<file path="src/rtl/teclado_digitos_if.sv">
// Keypad entry bundle: scanner/lock-controller side drives keys, entry block returns results.
// Latency: none (signal bundle only).
// Backpressure: none; key strobes are single-cycle and never stalled.
interface teclado_digitos_if;
   typedef logic [19:0][3:0] senhaPac_t;

   logic       teclado_en;
   logic       key_valid;
   logic [3:0] key_code;
   senhaPac_t  digitos_value;
   logic       digitos_valid;
   logic [4:0] digit_count;
   logic       entry_timeout;

   modport master (
      output teclado_en, key_valid, key_code,
      input  digitos_value, digitos_valid, digit_count, entry_timeout
   );

   modport slave (
      input  teclado_en, key_valid, key_code,
      output digitos_value, digitos_valid, digit_count, entry_timeout
   );
endinterface

</file>
<file path="src/rtl/teclado_digitos.sv">
// Collects up to 20 keypad digits and publishes the entry on '#'; '*' clears, idle timeout discards.
// Latency: every key takes effect one cycle after its strobe; submit/timeout strobes last one cycle.
// Backpressure: none; keys during the submit cycle or with the keypad disabled are dropped.
module teclado_digitos #(
   parameter int TIMEOUT_CYCLES = 10000
) (
   input logic               clk,
   input logic               rst,
   teclado_digitos_if.slave  bus
);
   localparam int IW = $clog2(TIMEOUT_CYCLES + 1);
   localparam logic [IW-1:0] IDLE_LAST = IW'(TIMEOUT_CYCLES - 1);
   localparam logic [4:0]    MAX_DIGITS = 5'd20;

   localparam logic [1:0] ST_IDLE   = 2'd0;
   localparam logic [1:0] ST_ENTRY  = 2'd1;
   localparam logic [1:0] ST_SUBMIT = 2'd2;

   logic [19:0][3:0] buffer;
   logic [19:0][3:0] value;
   logic [4:0]       count;
   logic [IW-1:0]    idle;
   logic [1:0]       state;
   logic             valid;
   logic             timeout;

   logic key_digit;
   logic key_star;
   logic key_hash;
   logic key_any;

   // Decode the key strobe; codes 0xC-0xF count as "no key" everywhere.
   always_comb begin
      key_digit = bus.key_valid && (bus.key_code <= 4'h9);
      key_star  = bus.key_valid && (bus.key_code == 4'hA);
      key_hash  = bus.key_valid && (bus.key_code == 4'hB);
      key_any   = key_digit || key_star || key_hash;
   end

   // Entry buffer, published value, idle counter and state machine.
   always_ff @(posedge clk) begin
      if (rst) begin
         buffer  <= '1;
         value   <= '1;
         count   <= '0;
         idle    <= '0;
         valid   <= 1'b0;
         timeout <= 1'b0;
         state   <= ST_IDLE;
      end else begin
         valid   <= 1'b0;
         timeout <= 1'b0;
         if (!bus.teclado_en) begin
            // Disabled keypad wins over everything, including a '#' this cycle.
            buffer <= '1;
            count  <= '0;
            idle   <= '0;
            state  <= ST_IDLE;
         end else if (state == ST_SUBMIT) begin
            // Strobe cycle: buffer already cleared, keys are dropped.
            idle  <= '0;
            state <= ST_IDLE;
         end else if (key_digit) begin
            // A full buffer drops the digit and leaves everything untouched.
            if (count < MAX_DIGITS) begin
               buffer <= {buffer[18:0], bus.key_code};
               count  <= count + 5'd1;
               idle   <= '0;
               state  <= ST_ENTRY;
            end
         end else if (key_star) begin
            buffer <= '1;
            count  <= '0;
            idle   <= '0;
            state  <= ST_IDLE;
         end else if (key_hash) begin
            idle <= '0;
            if (count != 5'd0) begin
               value  <= buffer;
               valid  <= 1'b1;
               buffer <= '1;
               count  <= '0;
               state  <= ST_SUBMIT;
            end
         end else if (count != 5'd0) begin
            // No key: age the partial entry and discard it on expiry.
            if (idle == IDLE_LAST) begin
               buffer  <= '1;
               count   <= '0;
               idle    <= '0;
               timeout <= 1'b1;
               state   <= ST_IDLE;
            end else begin
               idle <= idle + IW'(1);
            end
         end else begin
            idle <= '0;
         end
      end
   end

   assign bus.digitos_value = value;
   assign bus.digitos_valid = valid;
   assign bus.digit_count   = count;
   assign bus.entry_timeout = timeout;

   // key_any is kept for readability of the decode; reference it to keep lint quiet about unused logic.
   logic unused_key_any;
   assign unused_key_any = key_any;
endmodule

</file>
<file path="src/flat_wrapper.sv">
// flat-port wrapper written by rule: the top's interface ports become plain ports
module teclado_digitos_flat 
#(
   parameter int TIMEOUT_CYCLES = 10000
)
  (clk, rst, bus_teclado_en, bus_key_valid, bus_key_code, bus_digitos_value, bus_digitos_valid, bus_digit_count, bus_entry_timeout);
  teclado_digitos_if bus_i ();
  input logic clk;
  input logic rst;
  input wire logic [$bits(bus_i.teclado_en)-1:0] bus_teclado_en;
  input wire logic [$bits(bus_i.key_valid)-1:0] bus_key_valid;
  input wire logic [$bits(bus_i.key_code)-1:0] bus_key_code;
  output wire logic [$bits(bus_i.digitos_value)-1:0] bus_digitos_value;
  output wire logic [$bits(bus_i.digitos_valid)-1:0] bus_digitos_valid;
  output wire logic [$bits(bus_i.digit_count)-1:0] bus_digit_count;
  output wire logic [$bits(bus_i.entry_timeout)-1:0] bus_entry_timeout;
  assign bus_i.teclado_en = bus_teclado_en;
  assign bus_i.key_valid = bus_key_valid;
  assign bus_i.key_code = bus_key_code;
  assign bus_digitos_value = bus_i.digitos_value;
  assign bus_digitos_valid = bus_i.digitos_valid;
  assign bus_digit_count = bus_i.digit_count;
  assign bus_entry_timeout = bus_i.entry_timeout;
  teclado_digitos #(.TIMEOUT_CYCLES(TIMEOUT_CYCLES)) u_core (.clk(clk), .rst(rst), .bus(bus_i));
endmodule
</file>
<file path="config.mk">
export PLATFORM = sky130hd
export DESIGN_NAME = teclado_digitos_flat
export DESIGN_NICKNAME = d
export VERILOG_FILES = /design/src/rtl/teclado_digitos_if.sv /design/src/rtl/teclado_digitos.sv /design/src/flat_wrapper.sv
export SDC_FILE = /design/constraint.sdc
export NUM_CORES = 1
export LEC_CHECK = 0
export BUFFER_PORTS_ARGS = -buffer_cell sky130_fd_sc_hd__buf_2
export CORE_ASPECT_RATIO = 0.9
export CORE_MARGIN = 8
export CORE_UTILIZATION = 57
export DETAILED_ROUTE_END_ITERATION = 10
export PLACE_DENSITY = 0.79
export RECOVER_POWER = 50
export SYNTH_ARGS = -nofsm -noshare
export SYNTH_HDL_FRONTEND = slang
export SYNTH_SLANG_ARGS = --single-unit
</file>
<file path="constraint.sdc">
create_clock -name clk -period 2.76 [get_ports clk]
set_input_delay 0.276 -clock clk [delete_from_list [all_inputs] [get_ports clk]]
set_output_delay 0.276 -clock clk [all_outputs]
set_load 0.01 [all_outputs]
</file>
==> reports/results.ini <==
[timing]
setup_viol = 0
finalHoldViolCount = 0
fmax_ghz = 0.3988
drv_slew = 0
maxSlewHeadroom_pct = 32.77
fin_ws_ns = 0.2524
worst_slew_pin_slew_ns = 1.008
period_needed_ns = 2.508
clock_skew_ns = 0.007966
final.setup.tns_ns = 0
rsz0062_at_grt = no
fin_crit_sh_pct = 90.85

[critical_path]
cp.arrival_ns = 2.83
critPathLaunchType = register
slowest_stage = and3_4
cp_data_required_time_ns = 3.08
cp_top_family = simple AND/OR/NAND/NOR gates
worst-r2r-cell-count = 8
endpoint_kind = register
r2r_end = u_core.bus.digitos_value[64]$_SDFFE_PP1P_
cpPeakStageDelay_ns = 0.48
reg2reg_from = u_core.bus.digit_count[0]$_SDFFE_PP0P_
crit_cells = 8
worstPathMaxFanout = 39
cp_cell_sequence = inv_1 > ha_1 > or4b_1 > and3_1 > and3_4 > clkbuf_2 > nor2b_1 > a211o_1
worstSetupStartpoint = u_core.bus.digit_count[0]$_SDFFE_PP0P_
worstSetupEndpoint = u_core.bus.digitos_value[64]$_SDFFE_PP1P_
cp_num_buf_inv = 2
crit_type = reg2reg
rrSetupSlack_ns = 0.25

[logic_synthesis]
synth_cell_type_count = 40
synth_ff_type = dfxtp_1
synthArstFlopShare_pct = 0
synth_seq_cells = 183
avgSynthCellArea_um2 = 9.641
yosys_warnings = 0
synth_cells = 712
syn_nets = 724
ys_seq_area_share_pct = 53.37
synth_edf_count = 0
synth_area_mm2 = 0.006864

[status]
outcome = complete, no violations

[power_and_ir_drop]
pwr_density_cell_mw_per_mm2 = 658.0
p_int_mw = 3.990
p_leak_nw = 2.515
irDropWorstVdd_mv = 0.4605
combPwrFrac_pct = 2.8
switchingPower_mw = 1.136
clkPwrFrac_pct = 45.6
seq_power_share_pct = 51.6
netSwitchingFraction_pct = 22.16

[hold_path]
hold_path.class = in2reg

[routing]
dr.first_iter.drc_count = 464
drc = 0
wl_um = 16200
vias = 5577
post_drt_via_cell_ratio = 5.902
routedWlPerCell_um = 17.15
first_pass_iters = 7
final_antenna_net_count = 0

[global_routing]
grt_pass1_wl_um = 26280
top_usage_layer = met2
met2_usage_pct = 33.08
grt_antenna_before_repair = 0
grt.overflow.total = 0
use_met3_pct = 6.140
grt_max_degree = 84
met1_usage_pct = 24.59
grt_pass1_vias = 5267
grt.total_usage_pct = 20.04

[placed_design]
dp_hpwl_um = 10230
port_buffers = 94
pre_cts_ws_ns = 0.3015
globalplace.congestion = 0.8577

[clock_network]
cts_hold_buffers = 0
cts_tree = built
cts_resized = 0
cts.clk_slew.worst_paths_ns = 0.07
clk_path_buf_depth = 2
postCtsSetupRepairBufs = 0
cts_buffers = 17
htree_levels = 4
cts_root_buf = clkbuf_16
clk_latency_ns = 0.43
cts.sinks = 183

[floorplanning]
dieWidth_um = 131.7
core_area_mm2 = 0.01189
die-area_mm2 = 0.01581
rows = 38
start_util_pct = 57.75
die_h_um = 120.1
io_pins = 95

[job]
maxCapViolCount = 0

[layout]
drive_gt1_share_pct = 6.752
nNetsFinal = 784
n_antenna_cell = 0
area_growth_syn_to_layout_pct = 13.51

## state kept, by name, summed over array words and instances, names as in the netlist
signal	flops
u_core.bus.digitos_valid	1
u_core.state	2
u_core.buffer	80
u_core.idle	14
u_core.bus.entry_timeout	1
u_core.bus.digitos_value	80
u_core.bus.digit_count	5
## kinds of logic after synthesis
kind of cell	synth area share (%)
simple gates	19.96
compound gates	20.98
flops	53.37
buf+inv	4.958
fa+ha+maj	0.7292
## through the flow
stage	utilization, %	power, mW	area (um^2)	hold slack (ns)	instances
6_report	65.55	5.126	7791	0.1219	945
3_3_place_gp	61.76	2.842	7341	0.4442	913
3_5_place_dp	61.76	2.844	7341	0.4520	913
5_1_grt	65.55	5.270	7791	0.1176	945
4_1_cts	66.54	5.139	7909	0.1052	945
2_1_floorplan	-	2.807	6864	0.4001	712
## cell type report
type / instances / area, um^2
inverter: 3 / 11.26
clock inverter: 10 / 93.84
timing repair buffer: 105 / 464.2
sequential: 183 / 3664
clock buffer: 22 / 474.2
tap: 160 / 200.2
multi-input combinational: 462 / 2884
fill: 997 / 4095
## layer usage
| layer | vias up | wire (um) |
|---|---|---|
| li1 | 2694 | - |
| met1 | 2683 | 7041 |
| met3 | 22 | 897 |
| met5 | - | 0 |
| met4 | 0 | 257 |
| met2 | 178 | 8008 |
## worst min-delay path by stage
stage	startpoint	to	slack, ns	depth (start not counted)
floorplan	bus_key_code[2]	u_core.buffer[2]$_SDFFE_PP1P_	0.40	2
global placement	u_core.buffer[77]$_SDFFE_PP1P_	u_core.bus.digitos_value[77]$_SDFFE_PP1P_	0.44	1
detailed placement	u_core.buffer[77]$_SDFFE_PP1P_	u_core.bus.digitos_value[77]$_SDFFE_PP1P_	0.45	1
CTS	rst	u_core.bus.digitos_value[0]$_SDFFE_PP1P_	0.11	2
global route	rst	u_core.bus.digitos_value[0]$_SDFFE_PP1P_	0.12	2
finish	rst	u_core.bus.digitos_value[0]$_SDFFE_PP1P_	0.12	2
## worst reg2reg max path, cell delays in order, from the launching register on
cell	delay (ns)
dfxtp_1	0.42
inv_1	0.07
ha_1	0.18
or4b_1	0.20
and3_1	0.20
and3_4	0.48
clkbuf_2	0.45
nor2b_1	0.11
a211o_1	0.28
## cells in the final DEF (no fill, tap or decap), types with 2 or more instances in the layout
| cell | synthesis | final |
|---|---|---|
| nand2b_1 | 4 | 4 |
| ha_1 | 4 | 4 |
| and3_1 | 9 | 8 |
| clkinvlp_4 | 0 | 3 |
| nor3_1 | 43 | 43 |
| o211ai_1 | 2 | 2 |
| nand3_1 | 5 | 5 |
| nor2_1 | 28 | 28 |
| nand4_1 | 7 | 7 |
| nor3b_1 | 3 | 3 |
| buf_4 | 0 | 7 |
| a31oi_1 | 3 | 3 |
| clkbuf_1 | 48 | 89 |
| inv_6 | 0 | 2 |
| nand2_1 | 78 | 78 |
| o31ai_1 | 4 | 4 |
| a311oi_1 | 9 | 9 |
| inv_1 | 3 | 3 |
| nor2b_1 | 81 | 80 |
| a21oi_1 | 9 | 9 |
| dfxtp_1 | 183 | 183 |
| a41oi_1 | 4 | 4 |
| clkbuf_2 | 0 | 2 |
| clkinv_2 | 0 | 3 |
| clkbuf_16 | 0 | 17 |
| a211o_1 | 80 | 80 |
| a22oi_1 | 2 | 2 |
| a41o_1 | 2 | 2 |
| buf_2 | 5 | 7 |
| clkbuf_8 | 0 | 3 |
| o21ai_0 | 8 | 8 |
| and2_1 | 3 | 2 |
| and2_0 | 2 | 3 |
| buf_12 | 0 | 2 |
| o22ai_1 | 59 | 59 |
## synth_stat cells, types with 4 or more instances
cell / instances / area [um^2]
and3_1: 9 / 56.30
a311oi_1: 9 / 78.83
nand3_1: 5 / 25.02
nand2b_1: 4 / 25.02
nand2_1: 78 / 292.8
nor2b_1: 81 / 506.7
buf_2: 5 / 25.02
o22ai_1: 59 / 369.1
o31ai_1: 4 / 30.03
nor2_1: 28 / 105.1
dfxtp_1: 183 / 3664
o21ai_0: 8 / 40.04
ha_1: 4 / 50.05
a21oi_1: 9 / 45.04
nand4_1: 7 / 43.79
nor3_1: 43 / 215.2
a41oi_1: 4 / 35.03
a211o_1: 80 / 700.7
clkbuf_1: 48 / 180.2
buf_6: 11 / 123.9
## power groups by stage
stage          logic, mW  registers (mW)  clock network, mW
4_1_cts            0.140            2.64               2.35
3_3_place_gp       0.137            2.70                  0
2_1_floorplan      0.102            2.70                  0
3_5_place_dp       0.140            2.70                  0
5_1_grt            0.153            2.64               2.47
6_report           0.142            2.64               2.34
Note: power is estimated with default switching activity, not from simulation.
